**config.mk**
```make
export PLATFORM = sky130hd
export DESIGN_NAME = cdc_handshake_tx_flat
export DESIGN_NICKNAME = d
export VERILOG_FILES = /design/src/rtl/cdc_handshake_tx_if.sv /design/src/rtl/cdc_handshake_tx.sv /design/src/flat_wrapper.sv
export SDC_FILE = /design/constraint.sdc
export NUM_CORES = 1
export LEC_CHECK = 0
export ABC_AREA = 1
export BUFFER_PORTS_ARGS = -buffer_cell sky130_fd_sc_hd__buf_2
export CELL_PAD_IN_SITES_DETAIL_PLACEMENT = 1
export CELL_PAD_IN_SITES_GLOBAL_PLACEMENT = 1
export CORE_UTILIZATION = 41
export DETAILED_ROUTE_END_ITERATION = 6
export PLACE_DENSITY_LB_ADDON = 0.1
export SETUP_SLACK_MARGIN = 0.15
export SYNTH_ARGS = -nofsm -noshare
export SYNTH_HDL_FRONTEND = slang
export SYNTH_SLANG_ARGS = --single-unit
```
**constraint.sdc**
```tcl
create_clock -name clk -period 3 [get_ports clk]
set_input_delay 0.6 -clock clk [delete_from_list [all_inputs] [get_ports clk]]
set_output_delay 0.6 -clock clk [all_outputs]
set_load 0.01 [all_outputs]
```
**src/rtl/cdc_handshake_tx_if.sv**
```systemverilog
// Handshake bundle for cdc_handshake_tx: the local send port, the
// req/ack/data lines to the receiver, and the completion pulses.
// master = the transmitter block itself; slave = its environment.
interface cdc_handshake_tx_if #(
  parameter int DATA_W = 8
);
  logic              send_valid;
  logic [DATA_W-1:0] send_data;
  logic              send_ready;
  logic              req_out;
  logic [DATA_W-1:0] data_out;
  logic              ack_in;
  logic              done;
  logic              timeout;

  modport master (
    input  send_valid, send_data, ack_in,
    output send_ready, req_out, data_out, done, timeout
  );

  modport slave (
    output send_valid, send_data, ack_in,
    input  send_ready, req_out, data_out, done, timeout
  );
endinterface

```
**src/rtl/cdc_handshake_tx.sv**
```systemverilog
// Source side of a 4-phase req/ack handshake. A word accepted from local
// logic is held on registered data_out while registered req_out is high.
// The asynchronous ack_in passes through a SYNC_STAGES flop chain and only
// its last stage (ack_s) steers the FSM. An optional cycle limit in REQ
// aborts a transfer whose receiver never answers.
module cdc_handshake_tx #(
  parameter int DATA_W      = 8,
  parameter int SYNC_STAGES = 2,    // legal range 2..4
  parameter int TIMEOUT     = 255   // 0 disables the abort
) (
  input  logic               clk,
  input  logic               nrst,
  cdc_handshake_tx_if.master bus
);

  localparam int CNT_W = (TIMEOUT < 1) ? 1 : $clog2(TIMEOUT + 1);
  localparam logic [CNT_W-1:0] CNT_LAST = (TIMEOUT == 0) ? '0 : CNT_W'(TIMEOUT - 1);
  localparam logic [CNT_W-1:0] CNT_MAX  = '1;

  typedef enum logic [1:0] {
    IDLE,
    REQ,
    RELEASE
  } state_t;

  state_t                 state, state_next;
  logic [SYNC_STAGES-1:0] ack_sync;
  logic                   ack_s;
  logic                   req_q, req_next;
  logic [DATA_W-1:0]      data_q, data_next;
  logic [CNT_W-1:0]       cnt_q, cnt_next;
  logic                   via_ack_q, via_ack_next;  // RELEASE was entered by ack, not abort
  logic                   done_q, done_next;
  logic                   timeout_q, timeout_next;

  assign ack_s = ack_sync[SYNC_STAGES-1];

  // Synchronizer chain bringing the receiver's ack into this clock domain.
  always_ff @(posedge clk or negedge nrst) begin
    if (!nrst) begin
      ack_sync <= '0;
    end else begin
      // NOTE: non-blocking so every stage samples the previous stage's old
      // value; blocking here would collapse the chain into a single flop.
      ack_sync <= {ack_sync[SYNC_STAGES-2:0], bus.ack_in};
    end
  end

  // State and all registered outputs; reset drops req_out immediately.
  always_ff @(posedge clk or negedge nrst) begin
    if (!nrst) begin
      state     <= IDLE;
      req_q     <= 1'b0;
      data_q    <= '0;
      cnt_q     <= '0;
      via_ack_q <= 1'b0;
      done_q    <= 1'b0;
      timeout_q <= 1'b0;
    end else begin
      state     <= state_next;
      req_q     <= req_next;
      data_q    <= data_next;
      cnt_q     <= cnt_next;
      via_ack_q <= via_ack_next;
      done_q    <= done_next;
      timeout_q <= timeout_next;
    end
  end

  // Next-state and next-output logic for the IDLE -> REQ -> RELEASE cycle.
  always_comb begin
    // NOTE: every output gets a hold/idle default first, so no path through
    // the case can leave one unassigned and infer a latch.
    state_next   = state;
    req_next     = req_q;
    data_next    = data_q;
    cnt_next     = cnt_q;
    via_ack_next = via_ack_q;
    done_next    = 1'b0;
    timeout_next = 1'b0;
    unique case (state)
      IDLE: begin
        // A stale ack still high from the previous transfer blocks acceptance.
        if (bus.send_valid && !ack_s) begin
          data_next  = bus.send_data;
          req_next   = 1'b1;
          cnt_next   = '0;
          state_next = REQ;
        end
      end
      REQ: begin
        if (ack_s) begin
          req_next     = 1'b0;
          via_ack_next = 1'b1;
          state_next   = RELEASE;
        end else if ((TIMEOUT != 0) && (cnt_q == CNT_LAST)) begin
          req_next     = 1'b0;
          via_ack_next = 1'b0;
          timeout_next = 1'b1;
          state_next   = RELEASE;
        end else if (cnt_q != CNT_MAX) begin
          cnt_next = cnt_q + 1'b1;
        end
      end
      RELEASE: begin
        // Wait as long as it takes for the receiver to drop ack.
        if (!ack_s) begin
          done_next  = via_ack_q;
          state_next = IDLE;
        end
      end
      default: state_next = IDLE;
    endcase
  end

  assign bus.send_ready = (state == IDLE) && !ack_s;
  assign bus.req_out    = req_q;
  assign bus.data_out   = data_q;
  assign bus.done       = done_q;
  assign bus.timeout    = timeout_q;

endmodule
```
**src/flat_wrapper.sv**
```systemverilog
// flat-port wrapper written by rule: the top's interface ports become plain ports
module cdc_handshake_tx_flat 
#(
  parameter int DATA_W      = 8,
  parameter int SYNC_STAGES = 2,                       
  parameter int TIMEOUT     = 255                          
)
  (clk, nrst, bus_send_valid, bus_send_data, bus_ack_in, bus_send_ready, bus_req_out, bus_data_out, bus_done, bus_timeout);
  cdc_handshake_tx_if #(.DATA_W(DATA_W)) bus_i ();
  input  logic clk;
  input  logic nrst;
  input wire logic [$bits(bus_i.send_valid)-1:0] bus_send_valid;
  input wire logic [$bits(bus_i.send_data)-1:0] bus_send_data;
  input wire logic [$bits(bus_i.ack_in)-1:0] bus_ack_in;
  output wire logic [$bits(bus_i.send_ready)-1:0] bus_send_ready;
  output wire logic [$bits(bus_i.req_out)-1:0] bus_req_out;
  output wire logic [$bits(bus_i.data_out)-1:0] bus_data_out;
  output wire logic [$bits(bus_i.done)-1:0] bus_done;
  output wire logic [$bits(bus_i.timeout)-1:0] bus_timeout;
  assign bus_i.send_valid = bus_send_valid;
  assign bus_i.send_data = bus_send_data;
  assign bus_i.ack_in = bus_ack_in;
  assign bus_send_ready = bus_i.send_ready;
  assign bus_req_out = bus_i.req_out;
  assign bus_data_out = bus_i.data_out;
  assign bus_done = bus_i.done;
  assign bus_timeout = bus_i.timeout;
  cdc_handshake_tx #(.DATA_W(DATA_W), .SYNC_STAGES(SYNC_STAGES), .TIMEOUT(TIMEOUT)) u_core (.clk(clk), .nrst(nrst), .bus(bus_i));
endmodule
```
; After elaboration in Yosys (flattened, before gate mapping)
; Index checks and enable logic that the tools add are counted.
[word_totals]
output_inout_bits = 12
ff_bits = 24
inputBits = 12
[classes]
reduce_logical = 11
n_eq_ne = 10
addsub = 1
mux = 20
[ops]
columns = operator, count
row1 = two-way mux 8 bit, 4
row2 = case mux 8 bit (2 select lines), 1
row3 = two-way mux 1 bit, 9
row4 = "adder 8 x 1 -> 8 bit, second input constant", 1
row5 = "equality test 8 bit, second input constant", 1
row6 = two-way mux 2 bit, 4
row7 = "inequality test 8 bit, second input constant", 1
row8 = "inequality test 2 bit, second input constant", 3
row9 = case mux 2 bit (3 select lines), 1
row10 = AND reduction 3 bit, 2
row11 = AND reduction 5 bit, 1
row12 = "inequality test 2 x 1 -> 1 bit, second input constant", 2
row13 = AND reduction 2 bit, 2
row14 = nonzero test 2 bit, 2
row15 = "inequality test 3 x 1 -> 1 bit, second input constant", 1
row16 = "equality test 2 x 1 -> 1 bit, second input constant", 1
row17 = "equality test 2 bit, second input constant", 1
row18 = logical AND 1 bit, 2
row19 = zero test 2 bit, 1
row20 = case mux 1 bit (2 select lines), 1
row21 = zero test 1 bit, 1

; Depth between registers and ports, before layout
[depth]
depth_word = 5
mapped_depth = 10

; Least setup slack after synthesis
; No wires, ideal clock.
[synth_timing]
path_type = flip-flop to output port
start = register u_core.state[1]
end = output port bus_send_ready
path_stages_with_launch = 2
n_path_buf = 0
t_arrival_ns = 0.841
setup_slack_ns = 1.559
path_cell_list = dfrtp_1 -> nor3_4
[synth_between]
elab_chain_len = 2
[synth_lines]
columns = element, line_no
row1 = start: declaration, cdc_handshake_tx.sv:26  ; state_t state, state_next;
row2 = start signal: assignment, cdc_handshake_tx.sv:60  ; state <= state_next;
row3 = zero test 2 bit, cdc_handshake_tx.sv:116  ; assign bus.send_ready = (state == IDLE) && !ack_s;
row4 = logical AND 1 bit, cdc_handshake_tx.sv:116
row5 = end: declaration, flat_wrapper.sv:15  ; output wire logic [$bits(bus_i.send_ready)-1:0] bus_send_ready;
; No other way between the ends.

; Worst setup path in the final report
; Same ends and word-level chain as after synthesis.

==> results by group <==
Run status
  • Status: complete, no violations

Logic synthesis
  • Syn_nets: roughly 150
  • Largest area contributor in the netlist: dfrtp_1
  • Sequential area share after synthesis: 0.529
  • YS warnings: 0
  • Cells after synthesis: ~140
  • Netlist Area Pre-Place: ~0.0011 mm2
  • Synth top area cells: dfrtp_1 53%, nand2_1 20%, nand3_1 5.3%
  • Avg Cell Area, Syn: approximately 8.3 um2
  • Synth cell types: 20
  • Yosys reg bits: 24
  • Synth top area share: 0.529

Placement
  • Port-buffer cells: 23
  • GP Congestion: a little over 0.7
  • Post-Place Worst Slack: 1.27 ns
  • Area after DPL: 0.00128 mm2
  • DP Wirelength: 1830 um

Cells and area
  • Nets: 178
  • Diodes inserted: 0
  • Leading cell type in the layout, fill and taps excluded: nand2_1
  • Layout area overhead: 17.4%
  • Commonest non-fill, non-tap cells in the layout: 61 x nand2_1, 24 x dfrtp_1, 23 x buf_2
  • Fillers: 331
  • Cell area after layout: ~0.0013 mm2
  • Share of layout cells above drive strength 1: 0.239

Setup path
  • Crit path max fanout: 10
  • Critical Path RT: about 2.4 ns
  • CP endpoint kind: output pin
  • Worst setup SP type: register
  • Critical setup path kind: register to output pin
  • Crit path DAT: approximately 1.5 ns

Flow run
  • Max Cap Viol: 0

Worst hold path
  • HP Class: primary input to async pin

CTS
  • CTS Sinks: 24
  • Clock Latency Late Sink: ~0.32 ns
  • CTS tree: yes
  • PostCTS Resize Cnt: 0
  • Max Buffers Root-to-Sink: 2
  • Hold buffer count at cts: 0
  • Worst-path clk slew: 0.14 ns
  • Clk root buf: clkbuf_4
  • Postcts setup bufs: 0
  • Num CTS Buffers: 3
  • CTS H-tree lvls: 1

Global route
  • Largest net degree at the start of global routing: 25
  • Overall Global Routing Usage: 0.196
  • GRT overflow: 0
  • First-pass GRT wire length: around 4000 um
  • Vias in the first global route: a little under 900
  • Initial antenna violation count: 0

Floorplanning
  • Core Footprint: ~0.0025 mm2
  • Die Wd: about 55 um
  • Die Ht: 54.6 um
  • # rows: 18
  • Initial Utilization: 0.446
  • Die footprint: between 0.002 and 0.003 mm2
  • Io pins: 24

Detailed routing
  • Post-route antenna net violation count: 0
  • Drt initial violations: 7
  • DRC: 0
  • Initial DRT Pass Iterations: 4
  • Average wire per standard cell: between 10 and 15 um
  • Total wire length: 2530 um
  • Vias: between 900 and 1000
  • Routed vias/inst: roughly 5

Pwr
  • Worst vdd ir: 0.000314 V
  • Pwr Density: 651 mW/mm2
  • Static leakage: about 0.73 nW

Timing
  • Final worst-path cycle share: 0.696
  • Endpoints failing hold: 0
  • Hold Worst Slack: around 0.22 ns
  • Max Clk Rate: ~0.48 GHz
  • Unrepaired setup endpoints after global routing: false
  • Total negative slack: 0 ns
  • Finish-stage setup viols: 0
  • Rel. slew slack: 0.653
  • Worst Skew: about 0.011 ns
  • Worst-margin pin slew: about 0.52 ns
  • Final Slew Violations: 0
  • Final worst slack: just over 0.9 ns
  • Fin crit period: 2.09 ns
[path summary, 6_finish.rpt]
path / from / end / slack [ns] / cells after the start
worst max-delay path: u_core.state[1] / bus_send_ready / 0.91 / 2
worst min-delay path: nrst / u_core.ack_sync[0] / 0.22 / 1
worst max register to register: u_core.cnt_q[0] / u_core.cnt_q[0] / 1.54 / 10
worst min register to register: u_core.ack_sync[0] / u_core.ack_sync[1] / 0.38 / 0
max in group asynchronous: nrst / u_core.cnt_q[7] / 2.42 / 1
min in group clk: bus_ack_in / u_core.ack_sync[0] / 0.37 / 1
[Yosys cell counts]
cell type	n
nand2_2	2
nor3_1	1
nand2_4	2
nor3b_1	1
nor3_4	1
o21ai_0	2
dfrtp_1	24
xor2_1	1
ha_1	2
nand3b_1	1
nor2_4	1
inv_1	8
a21oi_1	1
nand2_1	61
nor2_1	8
nand3_1	12
nor2_2	3
buf_4	1
xnor2_1	2
inv_2	3
[cell type report]
| type | instances | area [um2] | share of cell area |
|---|---|---|---|
| timing repair buffer | 23 | 115 | 0.0863 |
| clock buffer | 3 | 22.5 | 0.0169 |
| sequential | 24 | 601 | 0.450 |
| clock inverter | 1 | 30.0 | 0.0225 |
| multi-input combinational | 101 | 487 | 0.365 |
| inverter | 11 | 41.3 | 0.0310 |
| tap | 30 | 37.5 | 0.0281 |
[state kept, by name (all words and copies together), names as in the netlist]
register,flops
u_core.bus.done,1
u_core.bus.req_out,1
u_core.via_ack_q,1
u_core.cnt_q,8
u_core.state,2
u_core.bus.timeout,1
u_core.bus.data_out,8
u_core.ack_sync,2
[report_power, final]
part           internal (mW)  switching, mW  total, mW
Clock                  0.135          0.103      0.238
Sequential             0.383         0.0369      0.419
Combinational         0.0772          0.134      0.211
[critical path: stages, from the launching register on]
cell,delay (ns)
dfrtp_1,0.48
nor3_4,0.46
buf_2,0.22
[through the flow]
stage	util	cells	power, mW
6_report	0.524	193	0.869
5_1_grt	0.524	193	0.920
2_1_floorplan	-	137	0.551
3_5_place_dp	0.503	189	0.644
4_1_cts	0.524	193	0.881
3_3_place_gp	0.503	189	0.631
[cell families (layout without fill, tap and decap cells)]
logic type	after synthesis	in the layout	synth area share
compound gates	3	3	0.0132
xor+xnor	3	3	0.0231
fa+ha+maj	2	2	0.0220
buf+inv	12	38	0.0430
flops	24	24	0.529
simple gates	93	93	0.370
[layer usage]
| metal | GRT usage | wire length [um] | vias up |
|---|---|---|---|
| li1 | - | - | 474 |
| met1 | 0.242 | 1170 | 450 |
| met2 | 0.323 | 1270 | 11 |
| met3 | 0.0417 | 48 | 4 |
| met4 | 0.0897 | 44 | 0 |
| met5 | 0 | 0 | - |
(Power assumes the default switching activity.)
